### src/rtl/fpaddsub_rr_sched_32.sv
// Round-robin scheduler sharing one FP add/sub unit among NREQ requesters.
// Issues at most one operation per cycle and routes each result back to its owner.
module fpaddsub_rr_sched_32 #(
    parameter int NREQ   = 4,
    parameter int FU_LAT = 0,
    parameter int IDW    = 2
) (
    input  logic                 clk,
    input  logic                 rst,
    input  logic                 issue_en,
    input  logic [NREQ-1:0]      req_valid,
    output logic [NREQ-1:0]      req_ready,
    input  logic [32*NREQ-1:0]   req_a,
    input  logic [32*NREQ-1:0]   req_b,
    input  logic [NREQ-1:0]      req_op,
    output logic [31:0]          fu_a,
    output logic [31:0]          fu_b,
    output logic                 fu_op,
    output logic                 fu_valid,
    input  logic [31:0]          fu_result,
    input  logic [4:0]           fu_flags,
    output logic [NREQ-1:0]      rsp_valid,
    output logic [IDW-1:0]       rsp_id,
    output logic [31:0]          rsp_result,
    output logic [4:0]           rsp_flags,
    output logic [3:0]           inflight
);

    localparam int NS = FU_LAT + 1;

    logic [IDW-1:0]  ptr_q, ptr_d;
    logic            grant_found;
    logic [IDW-1:0]  grant_id;
    logic [IDW:0]    cand;
    logic            hs;

    logic [31:0]     fu_a_q, fu_a_d, fu_b_q, fu_b_d;
    logic            fu_op_q, fu_op_d, fu_valid_q;

    logic            pv_q  [NS];
    logic [IDW-1:0]  pid_q [NS];

    logic [NREQ-1:0] rsp_valid_q, rsp_valid_d;
    logic [IDW-1:0]  rsp_id_q, rsp_id_d;
    logic [31:0]     rsp_result_q, rsp_result_d;
    logic [4:0]      rsp_flags_q, rsp_flags_d;
    logic [3:0]      inflight_q, inflight_d;

    // Search from ptr upward with wrap; the first pending request wins.
    always_comb begin
        grant_found = 1'b0;
        grant_id    = '0;
        cand        = '0;
        req_ready   = '0;
        for (int k = 0; k < NREQ; k++) begin
            cand = {1'b0, ptr_q} + (IDW+1)'(k);
            if (cand >= (IDW+1)'(NREQ)) begin
                cand = cand - (IDW+1)'(NREQ);
            end
            if (issue_en && !grant_found && req_valid[cand[IDW-1:0]]) begin
                grant_found = 1'b1;
                grant_id    = cand[IDW-1:0];
            end
        end
        if (grant_found) begin
            req_ready[grant_id] = 1'b1;
        end
    end

    assign hs = grant_found;

    always_comb begin
        ptr_d   = ptr_q;
        fu_a_d  = fu_a_q;
        fu_b_d  = fu_b_q;
        fu_op_d = fu_op_q;
        if (hs) begin
            ptr_d   = (grant_id == IDW'(NREQ-1)) ? '0 : grant_id + 1'b1;
            fu_a_d  = req_a[32*grant_id +: 32];
            fu_b_d  = req_b[32*grant_id +: 32];
            fu_op_d = req_op[grant_id];
        end
    end

    // The last tracking stage lines up with the unit output for its operation.
    always_comb begin
        rsp_valid_d  = '0;
        rsp_id_d     = rsp_id_q;
        rsp_result_d = rsp_result_q;
        rsp_flags_d  = rsp_flags_q;
        if (pv_q[NS-1]) begin
            rsp_valid_d[pid_q[NS-1]] = 1'b1;
            rsp_id_d                 = pid_q[NS-1];
            rsp_result_d             = fu_result;
            rsp_flags_d              = fu_flags;
        end
    end

    always_comb begin
        inflight_d = inflight_q;
        case ({hs, |rsp_valid_q})
            2'b10:   inflight_d = inflight_q + 4'd1;
            2'b01:   inflight_d = inflight_q - 4'd1;
            default: inflight_d = inflight_q;
        endcase
    end

    always_ff @(posedge clk or negedge rst) begin
        if (!rst) begin
            ptr_q        <= '0;
            fu_a_q       <= '0;
            fu_b_q       <= '0;
            fu_op_q      <= 1'b0;
            fu_valid_q   <= 1'b0;
            rsp_valid_q  <= '0;
            rsp_id_q     <= '0;
            rsp_result_q <= '0;
            rsp_flags_q  <= '0;
            inflight_q   <= '0;
            for (int s = 0; s < NS; s++) begin
                pv_q[s]  <= 1'b0;
                pid_q[s] <= '0;
            end
        end else begin
            ptr_q        <= ptr_d;
            fu_a_q       <= fu_a_d;
            fu_b_q       <= fu_b_d;
            fu_op_q      <= fu_op_d;
            fu_valid_q   <= hs;
            rsp_valid_q  <= rsp_valid_d;
            rsp_id_q     <= rsp_id_d;
            rsp_result_q <= rsp_result_d;
            rsp_flags_q  <= rsp_flags_d;
            inflight_q   <= inflight_d;
            pv_q[0]      <= hs;
            pid_q[0]     <= grant_id;
            for (int s = 1; s < NS; s++) begin
                pv_q[s]  <= pv_q[s-1];
                pid_q[s] <= pid_q[s-1];
            end
        end
    end

    assign fu_a       = fu_a_q;
    assign fu_b       = fu_b_q;
    assign fu_op      = fu_op_q;
    assign fu_valid   = fu_valid_q;
    assign rsp_valid  = rsp_valid_q;
    assign rsp_id     = rsp_id_q;
    assign rsp_result = rsp_result_q;
    assign rsp_flags  = rsp_flags_q;
    assign inflight   = inflight_q;

endmodule

### config.mk
export PLATFORM = sky130hd
export DESIGN_NAME = fpaddsub_rr_sched_32
export DESIGN_NICKNAME = d
export VERILOG_FILES = /design/src/rtl/fpaddsub_rr_sched_32.sv
export SDC_FILE = /design/constraint.sdc
export NUM_CORES = 1
export LEC_CHECK = 0
export ABC_AREA = 1
export CAP_MARGIN = 25
export CORE_UTILIZATION = 25
export CTS_BUF_LIST = sky130_fd_sc_hd__clkbuf_4 sky130_fd_sc_hd__clkbuf_8 sky130_fd_sc_hd__clkbuf_16
export CTS_CLUSTER_SIZE = 12
export DETAILED_ROUTE_END_ITERATION = 7
export DONT_BUFFER_PORTS = 1
export GPL_ROUTABILITY_DRIVEN = 1
export PLACE_DENSITY = 0.36
export SLEW_MARGIN = 20
export SYNTH_ARGS = -nofsm -noshare
export SYNTH_HDL_FRONTEND = slang
export SYNTH_SLANG_ARGS = --single-unit
### constraint.sdc
create_clock -name clk -period 6.4 [get_ports clk]
set_clock_uncertainty 0.15 [all_clocks]
set_input_delay 1.28 -clock clk [delete_from_list [all_inputs] [get_ports clk]]
set_output_delay 1.28 -clock clk [all_outputs]
set_load 0.02 [all_outputs]
---- Yosys cells after proc, flatten, opt, wreduce, memory -nomap -nowiden ----
Cells that the tools add are included.
storage, ports and cells
  register bits after elaboration ......... 117
  bits in latches ......................... 0
  memory bits (writable) .................. 0
  bits in read-only memories .............. 0
  input port bits ......................... 304
  logic and storage cells ................. 82
  memories ................................ 0
operators by class
  add/sub/neg operators ................... 10
  multipliers ............................. 0
  div/mod/pow operators ................... 0
  $lt $le $gt $ge ......................... 12
  eq/ne operators ......................... 3
  shifts and indexed selects .............. 2
  mux-type cells .......................... 30
  bitwise gates (word level) .............. 0
  reduce and logical (&&, ||, !) cells .... 14
operator list
  operator                                                                             count
  128-bit by 8-bit indexed part select with 32-bit output                              2
  2-bit by 3-bit less-than comparator with 1-bit output, second input constant         6
  2-bit 2-to-1 mux                                                                     9
  1-bit 2-to-1 mux                                                                     11
  1-bit binary-select mux with 2-bit select                                            5
  3-bit greater-or-equal comparator, second input constant                             3
  1-bit logical AND                                                                    9
  4-bit 2-to-1 mux                                                                     2
  4-bit case mux with 2 select lines                                                   1
  2-bit by 1-bit subtractor with 2-bit output, second input constant                   4
  2-bit by 2-bit adder with 3-bit output, second input constant                        2
  4-bit by 1-bit adder with 4-bit output, second input constant                        1
  1-bit demux with 2-bit select                                                        2
  2-bit equality test, second input constant                                           2
  2-bit by 1-bit greater-or-equal comparator with 1-bit output, second input constant  2
  4-bit OR reduction                                                                   1
  4-bit by 1-bit subtractor with 4-bit output, second input constant                   1
  2-bit by 1-bit adder with 3-bit output, second input constant                        1
  2-bit by 3-bit greater-or-equal comparator with 1-bit output, second input constant  1
  1-bit zero test                                                                      3
  2-bit by 1-bit adder with 2-bit output, second input constant                        1
  2-bit by 1-bit equality test with 1-bit output, second input constant                1
  2-bit nonzero test                                                                   1

---- Logic depth before layout (Yosys ltp) ----
Gate-level depths: netlist (run 1).
  depth in word-level cells ............... 23
  depth in mapped cells ................... 20
  gate-level depth less buffers ........... 18

---- Worst setup path before layout (run 1) ----
OpenSTA, ideal clock, no wires.
  kind .................................... input to output
  start point ............................. input req_valid[0]
  end point ............................... output req_ready[0]
  data arrival time ....................... 2.756 ns
  required time ........................... 4.970 ns
  path slack .............................. 2.214 ns
  cell stages on the path ................. 15
  buffers on the path ..................... 2
  cells stage by stage .................... inv_1 > nand2_1 > nand2_1 > nand2_2 > nand2_4 > nand4_4 > nor2_2 > nand2_2 > buf_6 > buf_2 > nand2_1 > inv_1 > ha_1 > nand2_1 > inv_1
between the ends
  cells in the longest elaborated chain, start to end .. 21
  elaborated cells on any way between the ends .. 32
  those cells by class .................... order compare: 2; mux: 19; reduce/logical: 11
RTL lines
  what                                                                                                                                                                line  source
  start, declared                                                                                                                                                     11    input logic [NREQ-1:0] req_valid,
  1-bit binary-select mux with 2-bit select                                                                                                                           60    if (issue_en && !grant_found && req_valid[cand[IDW-1:0]]) begin
  1-bit 2-to-1 mux (implied by the code)                                                                                                                              60
  1-bit logical AND                                                                                                                                                   60
  1-bit 2-to-1 mux                                                                                                                                                    60
  1-bit zero test                                                                                                                                                     60
  1-bit logical AND (2 in a row)                                                                                                                                      60
  1-bit 2-to-1 mux                                                                                                                                                    60
  1-bit zero test                                                                                                                                                     60
  [... 4 more ...]                                                                                                                                                    -
  1-bit logical AND (2 in a row)                                                                                                                                      60
  2-bit 2-to-1 mux *                                                                                                                                                  60
  net grant_id[0]                                                                                                                                                     33    logic [IDW-1:0] grant_id;
  2-bit by 3-bit less-than comparator with 1-bit output (implied by the code) / 2-bit by 1-bit greater-or-equal comparator with 1-bit output (equally long branches)  66    req_ready[grant_id] = 1'b1;
  1-bit logical AND (implied by the code)                                                                                                                             66
  1-bit 2-to-1 mux (implied by the code)                                                                                                                              66
  1-bit demux with 2-bit select *                                                                                                                                     66
  4-bit 2-to-1 mux *                                                                                                                                                  65    if (grant_found) begin
  end, declared                                                                                                                                                       12    output logic [NREQ-1:0] req_ready,
Mark *: on every way through the listed nets, which the timed path passes. The rest lies on a longest branch. The select of a mux whose other input is x is not followed.

---- Worst setup path in the final report (run 1) ----
  start point ............................. register ptr_q[0]
  end point ............................... output req_ready[1]
between the ends
  cells in the longest elaborated chain, start to end .. 23
  elaborated cells on any way between the ends .. 47
  those cells by class .................... add/sub: 7; order compare: 6; mux: 23; reduce/logical: 11
RTL lines
  what                                                                                                                                                                line    source
  start, declared                                                                                                                                                     31      logic [IDW-1:0] ptr_q, ptr_d;
  start signal, assigned                                                                                                                                              125     ptr_q <= ptr_d;
  2-bit by 3-bit greater-or-equal comparator with 1-bit output / 2-bit by 1-bit subtractor with 2-bit output (equally long branches)                                  57, 58
  2-bit 2-to-1 mux                                                                                                                                                    57      if (cand >= (IDW+1)'(NREQ)) begin
  1-bit binary-select mux with 2-bit select                                                                                                                           60
  1-bit 2-to-1 mux (implied by the code)                                                                                                                              60
  1-bit logical AND                                                                                                                                                   60
  1-bit 2-to-1 mux                                                                                                                                                    60
  1-bit zero test                                                                                                                                                     60
  1-bit logical AND (2 in a row)                                                                                                                                      60
  [... 5 more ...]                                                                                                                                                    -
  1-bit zero test                                                                                                                                                     60
  1-bit logical AND (2 in a row)                                                                                                                                      60
  2-bit 2-to-1 mux                                                                                                                                                    60
  2-bit by 3-bit less-than comparator with 1-bit output (implied by the code) / 2-bit by 1-bit greater-or-equal comparator with 1-bit output (equally long branches)  66
  1-bit logical AND (implied by the code)                                                                                                                             66
  1-bit 2-to-1 mux (implied by the code)                                                                                                                              66
  1-bit demux with 2-bit select                                                                                                                                       66
  4-bit 2-to-1 mux *                                                                                                                                                  65
Mark *: on every way between the ends. The rest lies on a longest branch, timed or not. The select of a mux whose other input is x is not followed.

==> impl_results.md, run 1 <==
* Outcome: finished clean
* Setup ws final at 1.72 ns
* Fmax achieved at 0.214 GHz
* Synth-to-Final Area Change at 9.07%
* Worst-Margin Slew at 0.981 ns
* Compound-Gate Fraction of Synth Area at 0.00942
* CTS Buffer Depth at 2
* DRC at 0
* Largest net degree at the start of global routing at 118
* Number of diodes at 0
* Clock power share at 0.154
* DRT antenna net count at 0
* Drt via density at 4.77
* CP max stage delay at 0.63 ns
* Net Sw Power at 3.49 mW
* Slew Limit Fails at 0
* Via count at 8033
* Max FO, Critical Path at 31
* H-tree level count at 4
* Crit path buffers/inverters at 2
* Initial antenna violation count at 1
* Comb pwr share at 0.540
* Gate Count Post-Synth at 1285
* Critical path's top delay family: simple AND/OR/NAND/NOR gates
* Post-synthesis cell type count at 32
* Cells after DPL at 1654
* Routed length per instance at 19.1 um
* Design Area, Final at 9270 um^2
* Worst skew pair latency at 0.41 ns
* Seq/Total Area, Yosys at 0.345
* Post-synthesis cell area at 8500 um^2
* Minimum clock period at 4.68 ns
* Die height at 186 um
* Post-synthesis register bit count at 117
* Ports at 421
* Commonest non-fill, non-tap cell in the layout: nand3_1
* Critical path endpoint category: output pin
* Die ar. at 34700 um^2
* Total CTS buffers at 17
* Total track usage at 0.187
* Avg Inst Size Synth at 6.61 um^2
* Adder-cell share of the synthesized area at 0.0103
* Placed Area at 8690 um^2
* DP Wirelength at 22.4 mm
* Starting DRT DRC Count at 404
* Multiplexer share of the synthesized area at 0.0490
* Clock-pin slew on the worst setup and hold paths at 0.06 ns
* VDD IR max at 0.332 mV
* WHS at 0.295 ns
* Fin. Hold Viols at 0
* Yosys warnings at 0
* Worst Setup Start Kind: flop
* Layout Nets at 1536
* Commonest non-fill, non-tap cells in the layout: 388 x nand3_1, 306 x nand2_1, 278 x inv_1
* Setup bufs post-CTS at 0
* # setup viols final at 0
* Clk sinks at 117
* Sum Neg Setup Slack at 0 ns
* Die W at 186 um
* Root buffer cell: clkbuf_16
* Total gr overflow at 0
* Syn_nets at 1596
* Xor/xnor cell area share of the yosys netlist at 0.00309
* Crit path kind: flop to output pin
* GPL Wtd Cong at 0.825
* RSZ-0062 raised after global routing: false
* PostCTS Resize Cnt at 0
* Crit-path slowest cell: dfrtp_1
* Crit path DAT at 3.25 ns
* Main combinational cell family by area after synthesis: simple AND/OR/NAND/NOR gates
* First-pass GRT wire length at 49.9 mm
* Max-cap check violation count at 0
* Seq pwr share at 0.306
* Total core area at 33400 um^2
* Ratio of cells with drive above 1 in the final layout at 0.0938
* CTS Hold Buffers Added at 0
* CTS tree: done
* Internal power at 2.81 mW
* Power density over the cells at 679 nW/um^2
* Drt total wl at 32.2 mm
* Leakage power figure at 5.35 nW
* Sw Ratio at 0.554
* CP required at 4.97 ns
* Setup WS pre-CTS at 1.73 ns
* Number of cell rows at 67
* Port bufs at 0
* Slew margin rel. at 0.346
* Top cell by count, worst path: nand2_2
* Period utilization at 0.732
* Vias in the first global route at 8295
* Min-Delay Path Class: flop to flop
* Initial core utilization at 0.254
* Non-Filler Instances at 1685
* CP Cell Sequence: inv_2, nand2_2, nand3_2, nand2_2, nand2_2, nor2_2, nand2_1, nand2_1, nand3_1, nand2_2, ha_1, nand2_1, inv_1
* First-pass iteration count of the detailed router at 5
* Simple-Gate Fraction of Synth Area at 0.400
power by group through the flow:
| stage | Sequential (mW) | Clock [mW] | Combinational, mW |
|---|---|---|---|
| finish | 1.92 | 0.971 | 3.40 |
| CTS | 1.93 | 1.00 | 3.49 |
| floorplan | 1.78 | 0 | 2.81 |
| global route | 1.97 | 1.04 | 3.96 |
| global placement | 1.95 | 0 | 3.48 |
| detailed placement | 1.94 | 0 | 3.49 |
cells by family (layout without fill, tap and decap cells):
logic type,count (synthesis),in the layout
buf+inv,372,324
flops,117,117
compound gates,13,13
simple gates,736,736
mux,37,37
fa+ha+maj,7,7
xor+xnor,3,3
worst reg2reg max path, cell delays in order, from the launching register on:
cell	delay, ns
dfrtp_1	0.63
inv_2	0.23
nand2_2	0.14
nand3_2	0.09
nand2_2	0.16
nand4_2	0.21
nand2_4	0.12
buf_4	0.52
buf_4	0.78
nand3_1	0.27
nand3_1	0.19
nand2_1	0.07
nand2_1	0.06
nand2_1	0.05
registers in the layout, indices dropped and copies added (netlist names):
signal / cells
pid_q: 2
pv_q: 1
inflight: 4
fu_b: 32
rsp_id: 2
rsp_result: 32
rsp_flags: 5
fu_a: 32
ptr_q: 2
fu_op: 1
rsp_valid: 4
metrics by stage:
stage	power (mW)	util
5_1_grt	6.96	0.277
3_3_place_gp	5.43	0.260
3_5_place_dp	5.43	0.260
4_1_cts	6.43	0.277
2_1_floorplan	4.59	-
6_report	6.29	0.277
area by class of cell:
cell class | count | area [um^2]
tap | 448 | 561
clock buffer | 19 | 447
sequential | 117 | 2930
inverter | 281 | 1060
multi-input combinational | 796 | 4050
clock inverter | 12 | 131
fill | 3767 | 24200
timing repair buffer | 12 | 90.1
synth_stat cells (all sizes together):
master | n | area (um^2)
o211ai | 1 | 7.51
inv | 281 | 1060
ha | 7 | 87.6
o21a | 1 | 7.51
o21ai | 5 | 28.8
o31ai | 2 | 15.0
xnor2 | 3 | 26.3
a21oi | 3 | 15.0
or2 | 1 | 6.26
buf | 67 | 409
nand3 | 401 | 2070
nand2 | 319 | 1230
mux2 | 37 | 417
a31oi | 1 | 6.26
nand4 | 3 | 40.0
or4 | 1 | 7.51
clkbuf | 24 | 90.1
nor2 | 11 | 46.3
dfrtp | 117 | 2930
per-layer routing:
layer | track usage | wire length (um)
met3 | 0.0662 | 2940
met2 | 0.322 | 15600
met4 | 0.0648 | 801
met1 | 0.213 | 12800
met5 | 0 | 13
final timing paths:
check	startpoint	end	slack, ns	cells after the start
worst min register to register	pid_q[0]	rsp_valid[2]	0.29	1
min in group asynchronous	rst	fu_b[18]	0.40	0
worst min-delay path	pid_q[0]	rsp_valid[2]	0.29	1
max in group asynchronous	rst	fu_op	5.33	0
worst max register to register	ptr_q[0]	fu_op	2.61	13
worst max-delay path	ptr_q[0]	req_ready[1]	1.72	13
No activity file was read; power rests on OpenSTA's default activity.
==> inputs of run 2 (changes only) <==
clock period = 4.5 ns   (was 6.4 ns; I/O delays follow)
==> run 2 against run 1 <==
  * Non-clock buffer count is 10 higher
  * Total power up 46%
  * Routed wire length grew 4.6%
  * Setup slack got worse by 1.3 ns
  * Sequential power up 46%
  * Flip-flop and latch count did not move
  * Clock power rose by 56%
  * Count of clock-buffer cells in the layout decreased by 1
  * Critical endpoint is now req_ready[2]
  * Largest power group unchanged
==> impl_results.md, run 2 (synthesis results as in run 1) <==
* PostCTS Resize Cnt at 0 (unchanged)
* First-pass iteration count of the detailed router at 5 (unchanged)
* # setup viols final at 0 (unchanged)
* Synth-to-Final Area Change at 11.4% (was 9.07%)
* Slew Limit Fails at 0 (unchanged)
* Seq pwr share at 0.306 (about the same)
* Net Sw Power at 5.06 mW (was 3.49 mW)
* GPL Wtd Cong at 0.822 (was 0.825)
* Ports at 421 (unchanged)
* Total CTS buffers at 17 (unchanged)
* Fin. Hold Viols at 0 (unchanged)
* DRT antenna net count at 0 (unchanged)
* Crit path DAT at 3.01 ns (was 3.25 ns)
* Max FO, Critical Path at 23 (was 31)
* Vias in the first global route at 8161 (was 8295)
* Number of diodes at 0 (unchanged)
* Root buffer cell: clkbuf_16 (unchanged)
* DRC at 0 (unchanged)
* Routed length per instance at 19.9 um (was 19.1 um)
* Setup bufs post-CTS at 0 (unchanged)
* Total gr overflow at 0 (unchanged)
* Crit path kind: flop to output pin (unchanged)
* Total core area at 33400 um^2 (unchanged)
* Power density over the cells at 970 nW/um^2 (was 679 nW/um^2)
* Drt total wl at 33.7 mm (was 32.2 mm)
* Slew margin rel. at 0.305 (was 0.346)
* Starting DRT DRC Count at 494 (was 404)
* Period utilization at 0.903
* Min-Delay Path Class: input port to async pin (was flop to flop)
* Worst Setup Start Kind: flop (unchanged)
* H-tree level count at 4 (unchanged)
* Commonest non-fill, non-tap cells in the layout: 388 x nand3_1, 306 x nand2_1, 278 x inv_1 (unchanged)
* Internal power at 4.13 mW (was 2.81 mW)
* Worst-Margin Slew at 1.04 ns (was 0.981 ns)
* Clock-pin slew on the worst setup and hold paths at 0.06 ns (about the same)
* Setup ws final at 0.437 ns (was 1.72 ns)
* Number of cell rows at 67 (unchanged)
* DP Wirelength at 22.3 mm (was 22.4 mm)
* Sw Ratio at 0.551 (was 0.554)
* Area occupied by registers at 2930 um^2 (unchanged)
* Clock power share at 0.164 (was 0.154)
* Multi-input gate area at 4050 um^2 (unchanged)
* Ratio of cells with drive above 1 in the final layout at 0.0954 (was 0.0938)
* Die W at 186 um (unchanged)
* Fillers at 3802 (was 3767)
* Die ar. at 34700 um^2 (unchanged)
* Total track usage at 0.195 (was 0.187)
* Minimum clock period at 4.06 ns
* Port bufs at 0 (unchanged)
* Largest net degree at the start of global routing at 131 (was 118)
* VDD IR max at 0.488 mV (was 0.332 mV)
* Initial core utilization at 0.254 (unchanged)
* Drt via density at 4.81 (was 4.77)
* Fmax achieved at 0.246 GHz
* Max-cap check violation count at 0 (unchanged)
* Worst skew pair latency at 0.43 ns (was 0.41 ns)
* CP required at 3.45 ns (was 4.97 ns)
* Clk sinks at 117 (unchanged)
* Die height at 186 um (unchanged)
* RSZ-0062 raised after global routing: false (unchanged)
* Initial antenna violation count at 1 (unchanged)
* Via count at 8150 (was 8033)
* Comb pwr share at 0.530 (was 0.540)
* Commonest non-fill, non-tap cell in the layout: nand3_1 (unchanged)
* Setup WS pre-CTS at 0.737 ns (was 1.73 ns)
* First-pass GRT wire length at 51.3 mm (was 49.9 mm)
* Leakage power figure at 5.45 nW (was 5.35 nW)
* Critical path endpoint category: output pin (unchanged)
* Layout Nets at 1546 (was 1536)
* CTS Hold Buffers Added at 10 (was 0)
* CTS tree: done (unchanged)
* CTS Buffer Depth at 2 (unchanged)
* Sum Neg Setup Slack at 0 ns (unchanged)
* Outcome: finished clean (unchanged)
[run 2: layout make-up]
type,count,share of cell area
Tap cell,448,0.0592
Clock buffer,18,0.0464
Sequential cell,117,0.309
Clock inverter,14,0.0210
Inverter,281,0.112
Multi-Input combinational cell,796,0.428
Timing Repair Buffer,22,0.0243
[run 2: critical path, stage by stage (launching register included)]
cell	delay, ns
dfrtp_1	0.64
inv_2	0.23
nand2_2	0.13
nand3_2	0.10
nand2_2	0.16
nand2_2	0.09
o21ai_1	0.24
nand2_4	0.22
nand2_1	0.25
inv_1	0.09
ha_1	0.22
nand2_1	0.09
inv_1	0.13
[run 2: metrics by stage]
stage | area [um^2] | cells | hold slack [ns] | total power [mW] | utilization
finish | 9470 | 1696 | 0.151 | 9.19 | 0.283
global route | 9470 | 1696 | 0.147 | 10.1 | 0.283
CTS | 9470 | 1696 | 0.139 | 9.38 | 0.283
detailed placement | 8700 | 1654 | 0.304 | 7.78 | 0.260
global placement | 8700 | 1654 | 0.297 | 7.78 | 0.260
floorplan | 8500 | 1285 | 0.272 | 6.53 | -
[run 2: path summary, 6_finish.rpt]
check                      slack, ns             to      from  cells past startpoint
hold / removal                  0.15       fu_b[23]       rst                      1
setup reg to reg                0.73       fu_a[29]  ptr_q[0]                     13
hold reg to reg                 0.32   rsp_valid[2]  pid_q[0]                      1
max in group asynchronous       2.80  rsp_result[4]       rst                      1
min in group clk                0.32   rsp_valid[2]  pid_q[0]                      1
setup / recovery                0.44   req_ready[2]  ptr_q[0]                     12
[run 2: power by group through the flow]
stage                     sequential (mW)  clock (mW)  combinational [mW]
after global placement               2.86           0                4.92
final                                2.81        1.51                4.87
after floorplan                      2.53           0                4.00
after detailed placement             2.85           0                4.94
after global routing                 2.89        1.60                5.59
after CTS                            2.83        1.55                4.99
[run 2: metal layers]
metal,track usage,part of all wire,vias up
met3,0.0666,0.089,32
met1,0.235,0.41,3857
met5,0,0.00036,-
met4,0.0620,0.019,2
met2,0.326,0.48,375
li1,-,-,3884
==> inputs of run 3 (changes only) <==
CTS_CLUSTER_DIAMETER = 100   (was default)
PLACE_DENSITY = 0.41   (was 0.36)
==> run 3 against run 2 <==
  * Critical path depth fell by 1
  * Fmax rose by 3.2%
  * Register-to-register slack improved by 0.39 ns
  * Cell count fell by 0.53%
  * Die area did not move
  * Critical endpoint is now req_ready[1]
  * Highest routed layer unchanged
==> impl_results.md, run 3 (synthesis results as in run 1) <==
* Crit-path slowest cell: dfrtp_1 (unchanged)
* Final design utilization at 0.280 (was 0.283)
* First-pass GRT wire length at 47.9 mm (was 51.3 mm)
* Commonest non-fill, non-tap cells in the layout: 388 x nand3_1, 306 x nand2_1, 278 x inv_1 (unchanged)
* Crit path DAT at 2.89 ns (was 3.01 ns)
* Routed length per instance at 18.4 um (was 19.9 um)
* Worst R2R Setup Slack at 1.12 ns (was 0.73 ns)
* H-tree level count at 4 (unchanged)
* CP required at 3.45 ns (about the same)
* DP Wirelength at 21.3 mm (was 22.3 mm)
* Worst-Margin Slew at 0.875 ns (was 1.04 ns)
* Initial antenna violation count at 3 (was 1)
* Layout Nets at 1537 (was 1546)
* Fmax achieved at 0.254 GHz (was 0.246 GHz)
* Total CTS buffers at 17 (unchanged)
* Reg-to-Reg Start: ptr_q[0] (unchanged)
* CP max stage delay at 0.58 ns (was 0.64 ns)
* Setup ws final at 0.562 ns (was 0.437 ns)
* Commonest non-fill, non-tap cell in the layout: nand3_1 (unchanged)
* Die W at 186 um (unchanged)
* # setup viols final at 0 (unchanged)
* End point of the critical path: req_ready[1] (was req_ready[2])
* Largest net degree at the start of global routing at 131 (unchanged)
* Crit path kind: flop to output pin (unchanged)
* Crit. Startpoint: ptr_q[0] (unchanged)
* Die ar. at 34700 um^2 (unchanged)
* Drt via density at 4.76 (was 4.81)
* Ports at 421 (unchanged)
* Critical path endpoint category: output pin (unchanged)
* First-pass iteration count of the detailed router at 5 (unchanged)
* DRT antenna net count at 0 (unchanged)
* Setup bufs post-CTS at 0 (unchanged)
* GPL Wtd Cong at 0.823 (was 0.822)
* DRC at 0 (unchanged)
* PostCTS Resize Cnt at 0 (unchanged)
* CP Cell Sequence: inv_2, nand2_2, nand3_2, nand2_2, nand4_2, nand2_4, nand2_4, nand2_1, ha_1, nand2_1, inv_1 (was inv_2, nand2_2, nand3_2, nand2_2, nand2_2, o21ai_1, nand2_4, nand2_1, inv_1, ha_1, nand2_1, inv_1)
* Power density over the cells at 972 nW/um^2 (was 970 nW/um^2)
* Initial core utilization at 0.254 (unchanged)
* Starting DRT DRC Count at 380 (was 494)
* Minimum clock period at 3.94 ns (was 4.06 ns)
* Leakage power figure at 5.39 nW (was 5.45 nW)
* Period utilization at 0.875 (was 0.903)
* VDD IR max at 0.560 mV (was 0.488 mV)
* CTS tree: done (unchanged)
* Clk sinks at 117 (unchanged)
* Number of cell rows at 67 (unchanged)
* Sum Neg Setup Slack at 0 ns (unchanged)
* Total gr overflow at 0 (unchanged)
* Clock-pin slew on the worst setup and hold paths at 0.06 ns (about the same)
* CTS Hold Buffers Added at 1 (was 10)
* Total track usage at 0.179 (was 0.195)
* Die height at 186 um (unchanged)
* CTS Buffer Depth at 2 (unchanged)
* Worst Setup Start Kind: flop (unchanged)
* Vias in the first global route at 8027 (was 8161)
* Reg2Reg Depth at 17 (was 13)
* Worst skew pair latency at 0.41 ns (was 0.43 ns)
* Via count at 8034 (was 8150)
* Reg-to-Reg End: inflight[2] (was fu_a[29])
* Root buffer cell: clkbuf_16 (unchanged)
* Setup WS pre-CTS at 0.865 ns (was 0.737 ns)
* Total core area at 33400 um^2 (unchanged)
* Outcome: finished clean (unchanged)
* Synth-to-Final Area Change at 10.0% (was 11.4%)
* Drt total wl at 31.0 mm (was 33.7 mm)
* Slew margin rel. at 0.417 (was 0.305)
* Max-cap check violation count at 0 (unchanged)
* Max FO, Critical Path at 29 (was 23)
* Min-Delay Path Class: input port to async pin (unchanged)
* Port bufs at 0 (unchanged)
* Fin. Hold Viols at 0 (unchanged)
* Slew Limit Fails at 0 (unchanged)
* RSZ-0062 raised after global routing: false (unchanged)
* Ratio of cells with drive above 1 in the final layout at 0.0945 (was 0.0954)
run 3: changes by cell type in the layout (fill, tap and decap cells not counted), moves of 2 or more:
cell           change
dlygate4sd3_1      -8
clkinv_4           -4
buf_4              -3
clkinvlp_4         +3
clkinv_2           +2
run 3: cell type report:
class / count / area [um^2]
repair buffers: 13 / 153
fillers: 3769 / 24100
clock buffers: 19 / 447
diodes: 1 / 2.50
flip-flops and latches: 117 / 2930
clock inverters: 12 / 153
multi-input cells: 796 / 4050
well taps: 448 / 561
inverters: 281 / 1060
run 3: power by group:
| group | switching [mW] | total (mW) | internal [mW] |
|---|---|---|---|
| combinational | 3.29 | 4.89 | 1.60 |
| sequential | 1.14 | 2.76 | 1.62 |
| clock | 0.557 | 1.45 | 0.890 |
| total | 4.98 | 9.09 | 4.11 |
run 3: critical path, delay by kind of cell, from the launching register on:
kind | cells | cell delay, ns
DFF | 1 | 0.58
adders and majority gates | 1 | 0.19
buffers and inverters | 2 | 0.43
and+or+nand+nor | 8 | 1.27
run 3: worst min-delay path by stage:
| stage | from | endpoint | slack (ns) | cells past startpoint |
|---|---|---|---|---|
| CTS | rst | fu_b[20] | 0.005 | 0 |
| global placement | pid_q[1] | rsp_valid[0] | 0.30 | 1 |
| global route | rst | fu_b[7] | 0.004 | 0 |
| detailed placement | pid_q[0] | rsp_valid[2] | 0.30 | 1 |
| floorplan | pid_q[1] | rsp_valid[1] | 0.27 | 1 |
| finish | rst | fu_b[7] | 0.04 | 0 |
run 3: routing by layer:
metal	GRT usage	up-vias	part of all wire
met4	0.0591	4	0.019
li1	-	3868	-
met2	0.309	346	0.49
met1	0.208	3786	0.41
met3	0.0574	30	0.083
met5	0	-	0.0010
run 3: metrics by stage:
stage                     hold WS, ns  total power [mW]  instance area, um^2  std cells
after floorplan                 0.272              6.53                 8500       1285
after global placement          0.302              7.72                 8720       1653
after detailed placement        0.305              7.76                 8740       1654
after CTS                     0.00500              9.27                 9350       1686
after global routing          0.00439              9.97                 9350       1687
final                          0.0365              9.09                 9350       1687
